<file path="config.mk">
export PLATFORM = sky130hd
export DESIGN_NAME = i2c_target
export DESIGN_NICKNAME = d
export VERILOG_FILES = /design/src/rtl/i2c_pkg.sv /design/src/rtl/i2c_bus_sync.sv /design/src/rtl/i2c_target.sv
export SDC_FILE = /design/constraint.sdc
export NUM_CORES = 1
export LEC_CHECK = 0
export ABC_AREA = 1
export CAP_MARGIN = 20
export CORE_UTILIZATION = 49
export CTS_CLUSTER_SIZE = 25
export DETAILED_ROUTE_END_ITERATION = 8
export HOLD_SLACK_MARGIN = 0.05
export PLACE_DENSITY = 0.84
export SKIP_LAST_GASP = 1
export SLEW_MARGIN = 40
export SYNTH_ARGS = -nofsm -noshare
export SYNTH_HDL_FRONTEND = slang
export SYNTH_SLANG_ARGS = --single-unit
</file>
<file path="constraint.sdc">
create_clock -name i_clk -period 1.4 [get_ports i_clk]
set_clock_uncertainty 0.05 [all_clocks]
set_input_delay 0.14 -clock i_clk [delete_from_list [all_inputs] [get_ports i_clk]]
set_output_delay 0.14 -clock i_clk [all_outputs]
set_load 0.03 [all_outputs]
</file>
<file path="src/rtl/i2c_pkg.sv">
// i2c_pkg: FSM state encoding and bit count shared by the I2C target files.
package i2c_pkg;
  localparam logic [3:0] BITS = 4'd8;
  typedef logic [3:0] state_t;
  localparam logic [3:0] IDLE     = 4'd0;
  localparam logic [3:0] ADDR     = 4'd1;
  localparam logic [3:0] ACK_ADDR = 4'd2;
  localparam logic [3:0] REG_PTR  = 4'd3;
  localparam logic [3:0] ACK_PTR  = 4'd4;
  localparam logic [3:0] WRITE    = 4'd5;
  localparam logic [3:0] ACK_DATA = 4'd6;
  localparam logic [3:0] READ     = 4'd7;
  localparam logic [3:0] RACK     = 4'd8;
  localparam logic [3:0] IGNORE   = 4'd9;
endpackage

</file>
<file path="src/rtl/i2c_bus_sync.sv">
// i2c_bus_sync: SCL/SDA synchronizers plus edge, START and STOP detection.
module i2c_bus_sync (
  input  logic i_clk,
  input  logic i_rst_n,
  input  logic i_scl,
  input  logic i_sda,
  output logic o_sda,
  output logic o_scl_rise,
  output logic o_scl_fall,
  output logic o_start,
  output logic o_stop
);
  // [0],[1] are the synchronizer, [2] is the history flop
  logic [2:0] scl_q, sda_q;
  always_ff @(posedge i_clk)
    if (!i_rst_n) begin
      scl_q <= '1;
      sda_q <= '1;
    end else begin
      scl_q <= {scl_q[1:0], i_scl};
      sda_q <= {sda_q[1:0], i_sda};
    end
  assign o_sda      = sda_q[1];
  assign o_scl_rise = scl_q[1] & ~scl_q[2];
  assign o_scl_fall = ~scl_q[1] & scl_q[2];
  assign o_start    = scl_q[1] & scl_q[2] & sda_q[2] & ~sda_q[1];
  assign o_stop     = scl_q[1] & scl_q[2] & ~sda_q[2] & sda_q[1];
endmodule

</file>
<file path="src/rtl/i2c_target.sv">
// i2c_target: I2C target with a fixed device address, register pointer byte and register-file port.
// Define I2C_TARGET_AUTOINC_EN to advance the pointer after every written or ACKed read byte.
module i2c_target
  import i2c_pkg::*;
#(
  parameter int ADDR_WIDTH = 7,
  parameter int REG_WIDTH = 8,
  parameter int DATA_WIDTH = 8,
  parameter logic [ADDR_WIDTH-1:0] DEV_ADDR = 7'h42
) (
  input  logic                  i_clk,
  input  logic                  i_rst_n,
  input  logic                  i_scl,
  input  logic                  i_sda,
  output logic                  o_sda_oe,
  output logic [REG_WIDTH-1:0]  o_reg_addr,
  output logic [DATA_WIDTH-1:0] o_wr_data,
  output logic                  o_wr_en,
  output logic                  o_rd_en,
  input  logic [DATA_WIDTH-1:0] i_rd_data,
  output logic                  o_busy
);
`ifdef I2C_TARGET_AUTOINC_EN
  localparam logic [REG_WIDTH-1:0] PTR_INC = REG_WIDTH'(1);
`else
  localparam logic [REG_WIDTH-1:0] PTR_INC = '0;
`endif
  logic scl_rise, scl_fall, start, stop, sda, last, match;
  state_t state_q, state_d;
  logic [3:0] cnt_q, cnt_d;
  logic [7:0] shift_q, shift_d, byte_in;
  logic oe_q, oe_d, wr_en_q, wr_en_d, rd_en_q, rd_en_d, busy_q, busy_d, rw_q, rw_d, ld_q;
  logic [REG_WIDTH-1:0] reg_addr_q, reg_addr_d;
  logic [DATA_WIDTH-1:0] wr_data_q, wr_data_d;
  i2c_bus_sync u_sync (
    .i_clk(i_clk),
    .i_rst_n(i_rst_n),
    .i_scl(i_scl),
    .i_sda(i_sda),
    .o_sda(sda),
    .o_scl_rise(scl_rise),
    .o_scl_fall(scl_fall),
    .o_start(start),
    .o_stop(stop)
  );
  assign byte_in = {shift_q[6:0], sda};
  assign last    = cnt_q == BITS - 4'd1;
  assign match   = byte_in[7 -: ADDR_WIDTH] == DEV_ADDR;
  always_comb begin
    state_d    = state_q;
    cnt_d      = cnt_q;
    shift_d    = ld_q ? i_rd_data : shift_q;
    oe_d       = oe_q;
    reg_addr_d = wr_en_q ? reg_addr_q + PTR_INC : reg_addr_q;
    wr_data_d  = wr_data_q;
    wr_en_d    = 1'b0;
    rd_en_d    = 1'b0;
    busy_d     = busy_q;
    rw_d       = rw_q;
    if (stop) begin
      state_d = IDLE;
      oe_d    = 1'b0;
      busy_d  = 1'b0;
    end else if (start) begin
      state_d = ADDR;
      cnt_d   = '0;
      oe_d    = 1'b0;
    end else begin
      case (state_q)
        ADDR, REG_PTR, WRITE: if (scl_rise) begin
          shift_d = byte_in;
          cnt_d   = last ? 4'd0 : cnt_q + 4'd1;
          if (last && state_q == ADDR) begin
            rw_d    = sda;
            state_d = match ? ACK_ADDR : IGNORE;
            busy_d  = match;
            rd_en_d = match & sda;
          end else if (last && state_q == REG_PTR) begin
            reg_addr_d = REG_WIDTH'(byte_in);
            state_d    = ACK_PTR;
          end else if (last) begin
            wr_data_d = DATA_WIDTH'(byte_in);
            wr_en_d   = 1'b1;
            state_d   = ACK_DATA;
          end
        end
        // first fall starts the ACK pulse, second fall ends the ACK slot
        ACK_ADDR, ACK_PTR, ACK_DATA: if (scl_fall) begin
          if (!oe_q) begin
            oe_d = 1'b1;
          end else if (state_q == ACK_ADDR && rw_q) begin
            oe_d    = ~shift_q[7];
            shift_d = {shift_q[6:0], 1'b0};
            cnt_d   = 4'd1;
            state_d = READ;
          end else begin
            oe_d    = 1'b0;
            cnt_d   = '0;
            state_d = state_q == ACK_ADDR ? REG_PTR : WRITE;
          end
        end
        READ: if (scl_fall) begin
          oe_d    = cnt_q == BITS ? 1'b0 : ~shift_q[7];
          shift_d = {shift_q[6:0], 1'b0};
          cnt_d   = cnt_q == BITS ? 4'd0 : cnt_q + 4'd1;
          state_d = cnt_q == BITS ? RACK : READ;
        end
        RACK: if (scl_rise) begin
          state_d    = sda ? IGNORE : READ;
          rd_en_d    = ~sda;
          reg_addr_d = sda ? reg_addr_q : reg_addr_q + PTR_INC;
        end
        default: ;
      endcase
    end
  end
  always_ff @(posedge i_clk)
    if (!i_rst_n) begin
      state_q    <= IDLE;
      cnt_q      <= '0;
      shift_q    <= '0;
      oe_q       <= 1'b0;
      reg_addr_q <= '0;
      wr_data_q  <= '0;
      wr_en_q    <= 1'b0;
      rd_en_q    <= 1'b0;
      busy_q     <= 1'b0;
      rw_q       <= 1'b0;
      ld_q       <= 1'b0;
    end else begin
      state_q    <= state_d;
      cnt_q      <= cnt_d;
      shift_q    <= shift_d;
      oe_q       <= oe_d;
      reg_addr_q <= reg_addr_d;
      wr_data_q  <= wr_data_d;
      wr_en_q    <= wr_en_d;
      rd_en_q    <= rd_en_d;
      busy_q     <= busy_d;
      rw_q       <= rw_d;
      ld_q       <= rd_en_q;
    end
  assign o_sda_oe   = oe_q;
  assign o_reg_addr = reg_addr_q;
  assign o_wr_data  = wr_data_q;
  assign o_wr_en    = wr_en_q;
  assign o_rd_en    = rd_en_q;
  assign o_busy     = busy_q;
endmodule

</file>
==> impl_metrics.py, run 1 <==
metrics = {
    "run_status": {
        "outcome": "finished with violations",
        "violations": "negative setup slack",
    },
    "pwr": {
        "powerDensity_mw_per_mm2": 1320,
        "leakage_nw": 1.570,
        "ir_drop_v": 0.001056,
    },
    "setup_path": {
        "worstPathArrival_ns": 1.76,
        "max_stage_delay_ns": 0.37,
        "cp_max_fo": 8,
        "cp.required_ns": 1.58,
        "end_kind": "register",
        "ff2ff_path_depth": 8,
        "critPathKind": "register to register",
        "crit_slowest_cell": "dfxtp_4",
        "crit_path_start_kind": "register",
        "worstPathCellList": "ha_4 > nand2_4 > nor2_8 > nand3_4 > nor3_4 > buf_12 > o21ai_0 > a21oi_1",
    },
    "placement": {
        "dp_hpwl_um": 4741,
        "gp_congestion": 0.9100,
        "port_buffers": 31,
        "pre_cts_slack_ns": -0.1813,
    },
    "synthesis": {
        "syn_avg_cell_area_um2": 7.045,
        "yosys_warnings": 0,
        "ys_ff_latch": 44,
        "ys_seq_area_share_pct": 38.83,
        "syn_nets": 336,
        "synth_area_mm2": 0.002268,
        "synth_top_area_share_pct": 38.83,
        "yosys.area.top_type": "dfxtp_1",
        "synthTopCellsByArea": "dfxtp_1 39%, nand2_1 10%, nor2_1 6.8%",
        "synth_cell_types": 30,
        "synthCells": 322,
    },
    "flow_run": {
        "drv_cap": 0,
    },
    "final_layout": {
        "fill_cells": 295,
        "area.growth.synth_to_final_pct": 50.30,
        "layout-drive-gt1-share_pct": 37.65,
        "post-route-util_pct": 77.24,
        "final_common_cell": "buf_4",
        "diodes": 0,
        "regArea_um2": 905.9,
        "layout_common_cells": "49 x buf_4, 48 x nand2_1, 35 x inv_1",
        "multi_input_area_mm2": 0.001441,
        "fin_nets": 422,
    },
    "timing": {
        "hold_violations": 0,
        "timing.final.crit_share_pct": 112.8,
        "setup_violations": 31,
        "worst_pin_slew_ns": 0.3254,
        "fin_crit_ns": 1.580,
        "setup_slack_ns": -0.1798,
        "grt_setup_unrepaired": "yes",
        "slew_headroom_pct": 78.39,
        "fmax_mhz": 633.0,
        "drv_slew": 0,
    },
    "routing": {
        "wire_per_inst_um": 15.98,
        "vias": 2574,
        "drtIter0Drc": 253,
        "firstDrtPassIters": 5,
        "viasPerCell": 5.584,
        "antenna_left": 0,
        "wl_um": 7368,
        "drc": 0,
    },
    "worst_hold_path": {
        "min_path_cells": 2,
        "min_path_type": "input port to register",
    },
    "die": {
        "dieArea_mm2": 0.004906,
        "chipWidth_um": 70.04,
        "initial_utilization_pct": 51.39,
        "io_pins": 32,
        "rows": 24,
        "fp.dieH_um": 70.04,
        "coreArea_mm2": 0.004414,
    },
    "clock_network": {
        "clock-root-buffer": "clkbuf_8",
        "clk_latency_ns": 0.30,
        "cts_tree": "yes",
        "numCtsBuffers": 5,
        "clockBufferDepth": 2,
        "h-tree-depth": 2,
        "path_clk_slew_ns": 0.08,
        "clock-sinks": 44,
    },
    "global_route": {
        "grt_max_degree": 21,
        "grt_use_total_pct": 27.98,
        "antenna_found_initial": 0,
        "first_global_vias": 2354,
        "gr-total-overflow": 0,
        "grt_pass1_wl_um": 10880,
    },
}
stage by stage:
step | power [W] | hold WS, ns | cells | TNS [ns] | instance area, um^2
floorplan | 0.002388 | 0.1966 | 322 | -0.5449 | 2288
global placement | 0.002928 | 0.3447 | 441 | -1.826 | 2967
detailed placement | 0.002983 | 0.3593 | 441 | -3.731 | 2967
CTS | 0.004120 | 0.3761 | 457 | -2.164 | 3228
global route | 0.004737 | 0.3697 | 461 | -5.726 | 3410
finish | 0.004502 | 0.3724 | 461 | -2.875 | 3410
per-layer routing:
metal	GRT usage, %	vias up	part of all wire [%]
met5	0	-	0
li1	-	1230	-
met1	36.20	1214	42
met4	6.889	0	2.3
met2	47.76	109	49
met3	5.483	21	6.7
critical path: cells and delay by family, from the launching register on:
family	cells	cell delay, ns
compound gates	2	0.21
simple gates	4	0.57
flops	1	0.37
buf+inv	1	0.16
fa+ha+maj	1	0.15
power breakdown:
part	internal, W	switching [W]
combinational	0.000866	0.00118
clock	0.000530	0.000460
sequential	0.00135	0.000113
flip-flops by register name (all words and copies together), names as in the netlist, 3 cells and up:
signal,cells
cnt_q,4
o_reg_addr,8
o_wr_data,8
shift_q,8
state_q,4
u_sync.scl_q,3
u_sync.sda_q,3
cell usage after synthesis, drive strengths merged:
| master | number |
|---|---|
| nor3b | 1 |
| inv | 41 |
| clkbuf | 4 |
| nor3 | 2 |
| o22ai | 1 |
| buf | 2 |
| nand2 | 70 |
| clkinv | 2 |
| dfxtp | 44 |
| or2 | 4 |
| a21oi | 25 |
| a22oi | 1 |
| ha | 2 |
| nor2 | 48 |
| o21ai | 34 |
| nand4 | 11 |
| nand3 | 29 |
| a31oi | 1 |
layout make-up:
type / count / share of cell area (%)
Sequential cell: 44 / 26.57
Inverter: 43 / 5.101
Clock inverter: 2 / 1.028
Multi-Input combinational cell: 230 / 42.28
Tap cell: 52 / 1.908
Clock buffer: 6 / 2.128
Timing Repair Buffer: 84 / 20.99
cell families after synthesis:
logic type	count (synthesis)	share of synthesized area, %
DFF	44	38.83
buffers and inverters	49	9.045
adders and majority gates	2	1.103
AOI/OAI and AO/OA	62	14.56
and+or+nand+nor	165	36.46
worst paths after layout:
check | from | endpoint | slack, ns
worst min-delay path | i_scl | u_sync.scl_q[0]$_SDFF_PN1_ | 0.37
worst min register to register | u_sync.scl_q[0]$_SDFF_PN1_ | u_sync.scl_q[1]$_SDFF_PN1_ | 0.38
worst max register to register | cnt_q[0]$_SDFFE_PN0P_ | o_reg_addr[4]$_SDFFE_PN0P_ | -0.18
worst max-delay path | cnt_q[0]$_SDFFE_PN0P_ | o_reg_addr[4]$_SDFFE_PN0P_ | -0.18
what timing repair did:
action | CTS | global route
endpoints found under the hold margin | 0 | 0
pin swaps | 9 | 16
cloned | 2 | 0
setup endpoints to repair | 55 | 36
gates resized for setup | 53 | 50
buffers inserted | 6 | 5
hold buffers | 0 | 0
(Power assumes the default switching activity.)
==> run 2: changes to the inputs <==
--- a/config.mk
+++ b/config.mk
@@ -13,7 +13,7 @@
 export HOLD_SLACK_MARGIN = 0.05
 export PLACE_DENSITY = 0.84
 export SKIP_LAST_GASP = 1
-export SLEW_MARGIN = 40
+export SLEW_MARGIN = 20
 export SYNTH_ARGS = -nofsm -noshare
 export SYNTH_HDL_FRONTEND = slang
 export SYNTH_SLANG_ARGS = --single-unit
==> results of run 2 <==
The final DEF is identical to that of run 1; final timing and power are the same.
==> RTL edit (config.mk and constraints of run 2) <==
Make the reset (`i_rst_n`) asynchronous in 2 clocked blocks.
--- a/src/rtl/i2c_bus_sync.sv
+++ b/src/rtl/i2c_bus_sync.sv
@@ -14,3 +14,3 @@
   logic [2:0] scl_q, sda_q;
-  always_ff @(posedge i_clk)
+  always_ff @(posedge i_clk or negedge i_rst_n)
     if (!i_rst_n) begin
--- a/src/rtl/i2c_target.sv
+++ b/src/rtl/i2c_target.sv
@@ -116,3 +116,3 @@
   end
-  always_ff @(posedge i_clk)
+  always_ff @(posedge i_clk or negedge i_rst_n)
     if (!i_rst_n) begin
Function: no difference found for any inputs over 10 cycles, from zero or initial values and one cycle with i_rst_n low; that may be too few to reach the edited logic, so the function may still have changed.
==> RTL edit against run 2 <==
  * The run ends with DRC, setup timing left
  * Via count increased by 5.2%
  * Wire length increased by 19%
  * Sequential cell count unchanged
  * Clock power is 5% higher
  * Hold slack got worse by 190 ps
  * Synthesized area is 2.3% higher
  * Total power rose by 38%
  * Worst setup slack worse by 140 ps
  * Design area is 10% higher
  * Maximum frequency is 8.3% lower
  * Critical path type unchanged
  * Highest routed layer unchanged
==> RTL edit: results <==
[synthesis]
synth_area_per_cell_um2 = 8.00
synth_flop_cell = "sky130_fd_sc_hd__dfrtp_1"
synthArstFlopShare_pct = 100
synth.cells.most_frequent = "sky130_fd_sc_hd__nand2_1 (78), sky130_fd_sc_hd__dfrtp_1 (38), sky130_fd_sc_hd__nor2_1 (36)"
ys_seq_area_share_pct = 47.8
yosys-top-cells-area = "sky130_fd_sc_hd__dfrtp_1 (41%), sky130_fd_sc_hd__nand2_1 (13%), sky130_fd_sc_hd__dfstp_2 (6.8%), sky130_fd_sc_hd__nor2_1 (5.8%), sky130_fd_sc_hd__o21ai_2 (5.3%)"

[status]
status = "complete, but fails checks"
violated_checks = "DRC, setup timing"

[global_routing]
grt_pass1_wl_um = 12100
grt_usage_pct = 31.9
met3_usage_pct = 6.41
grt_util_met2_pct = 55.4
global_route_track_usage_on_met1_pct = 38.3
number_of_global_route_vias_before_repair = 2488

[pwr]
total_leakage_power_nw = 1.90
vdd.ir_drop.worst_uv = 1380

[timing]
hold_slack_ps = 185
fin_ws_ps = -322
max-slew-margin-rel_pct = 69.5
timing.setup.tns_ps = -8570
share_of_the_cycle_needed_by_the_critical_path_after_routing_pct = 123
report.final.setup_viol = 37

[routing]
via_count = 2709
wire_per_inst_um = 19.5
detail_route.drc_violations = 4
finalWirelength_um = 8790
drtIter0Drc = 322

[placed_design]
pre_cts_slack_ps = -287

[cells_and_area]
final_nets = 412
final_layout_size_suffix_gt1_share_pct = 46.6

[setup_path]
critical_path.reg2reg.endpoint = "shift_q[1]"
critical-path-max-stage-delay_ps = 410
critPathLaunch = "state_q[2]"

[min_path]
worstHoldPathCells = 1

[clock_network]
clk_transition_reported_paths_ps = 100
RTL edit: cell count changes after synthesis, sizes merged, moves of 9 or more:
cell          run 2  this run
a21oi            25         6
dfrtp             0        38
dfxtp            44         0
inv              41        31
nand2            70        85
nor2             48        39
RTL edit: repair_timing:
| item | 4_1_cts | 5_1_grt |
|---|---|---|
| endpoints found under the setup margin | 57 | 38 |
| pin swaps | 11 | 34 |
| hold endpoints to repair | 10 | 0 |
| hold buffers | 1 | 0 |
| setup buffers | 6 | 10 |
| gates resized for setup | 66 | 65 |
| cloned | 1 | 3 |
RTL edit: cells by family (layout without fill, tap and decap cells):
logic type	Yosys count	count (layout)	share of synthesized area [%]
buf+inv	36	142	6.74
simple gates	153	155	29.3
flops	44	44	47.8
compound gates	53	54	14.3
fa+ha+maj	2	2	1.08
xor+xnor	2	2	0.755
RTL edit: worst min-delay path by stage:
stage,from,end
CTS,i_sda,u_sync.sda_q[0]
floorplan,i_rst_n,cnt_q[0]
global route,i_sda,u_sync.sda_q[0]
detailed placement,i_rst_n,state_q[1]
finish,i_sda,u_sync.sda_q[0]
global placement,i_rst_n,state_q[1]
RTL edit: power by group:
part / switching, mW / internal [mW] / leakage (nW)
combinational: 2.05 / 1.39 / 1.28
clock: 0.504 / 0.539 / 0.0548
sequential: 0.222 / 1.49 / 0.571
RTL edit: routing by layer:
metal | part of all wire [%] | wire length, um
met1 | 37 | 3220
met5 | 0 | 0
met4 | 6.3 | 553
met2 | 49 | 4330
met3 | 7.8 | 689
RTL edit: layout make-up:
class	instances	area (um2)
clock inverter	3	46.3
sequential	44	1110
inverter	32	138
multi-input combinational	213	1440
fill	214	689
clock buffer	5	68.8
timing repair buffer	102	890
tap	52	65.1
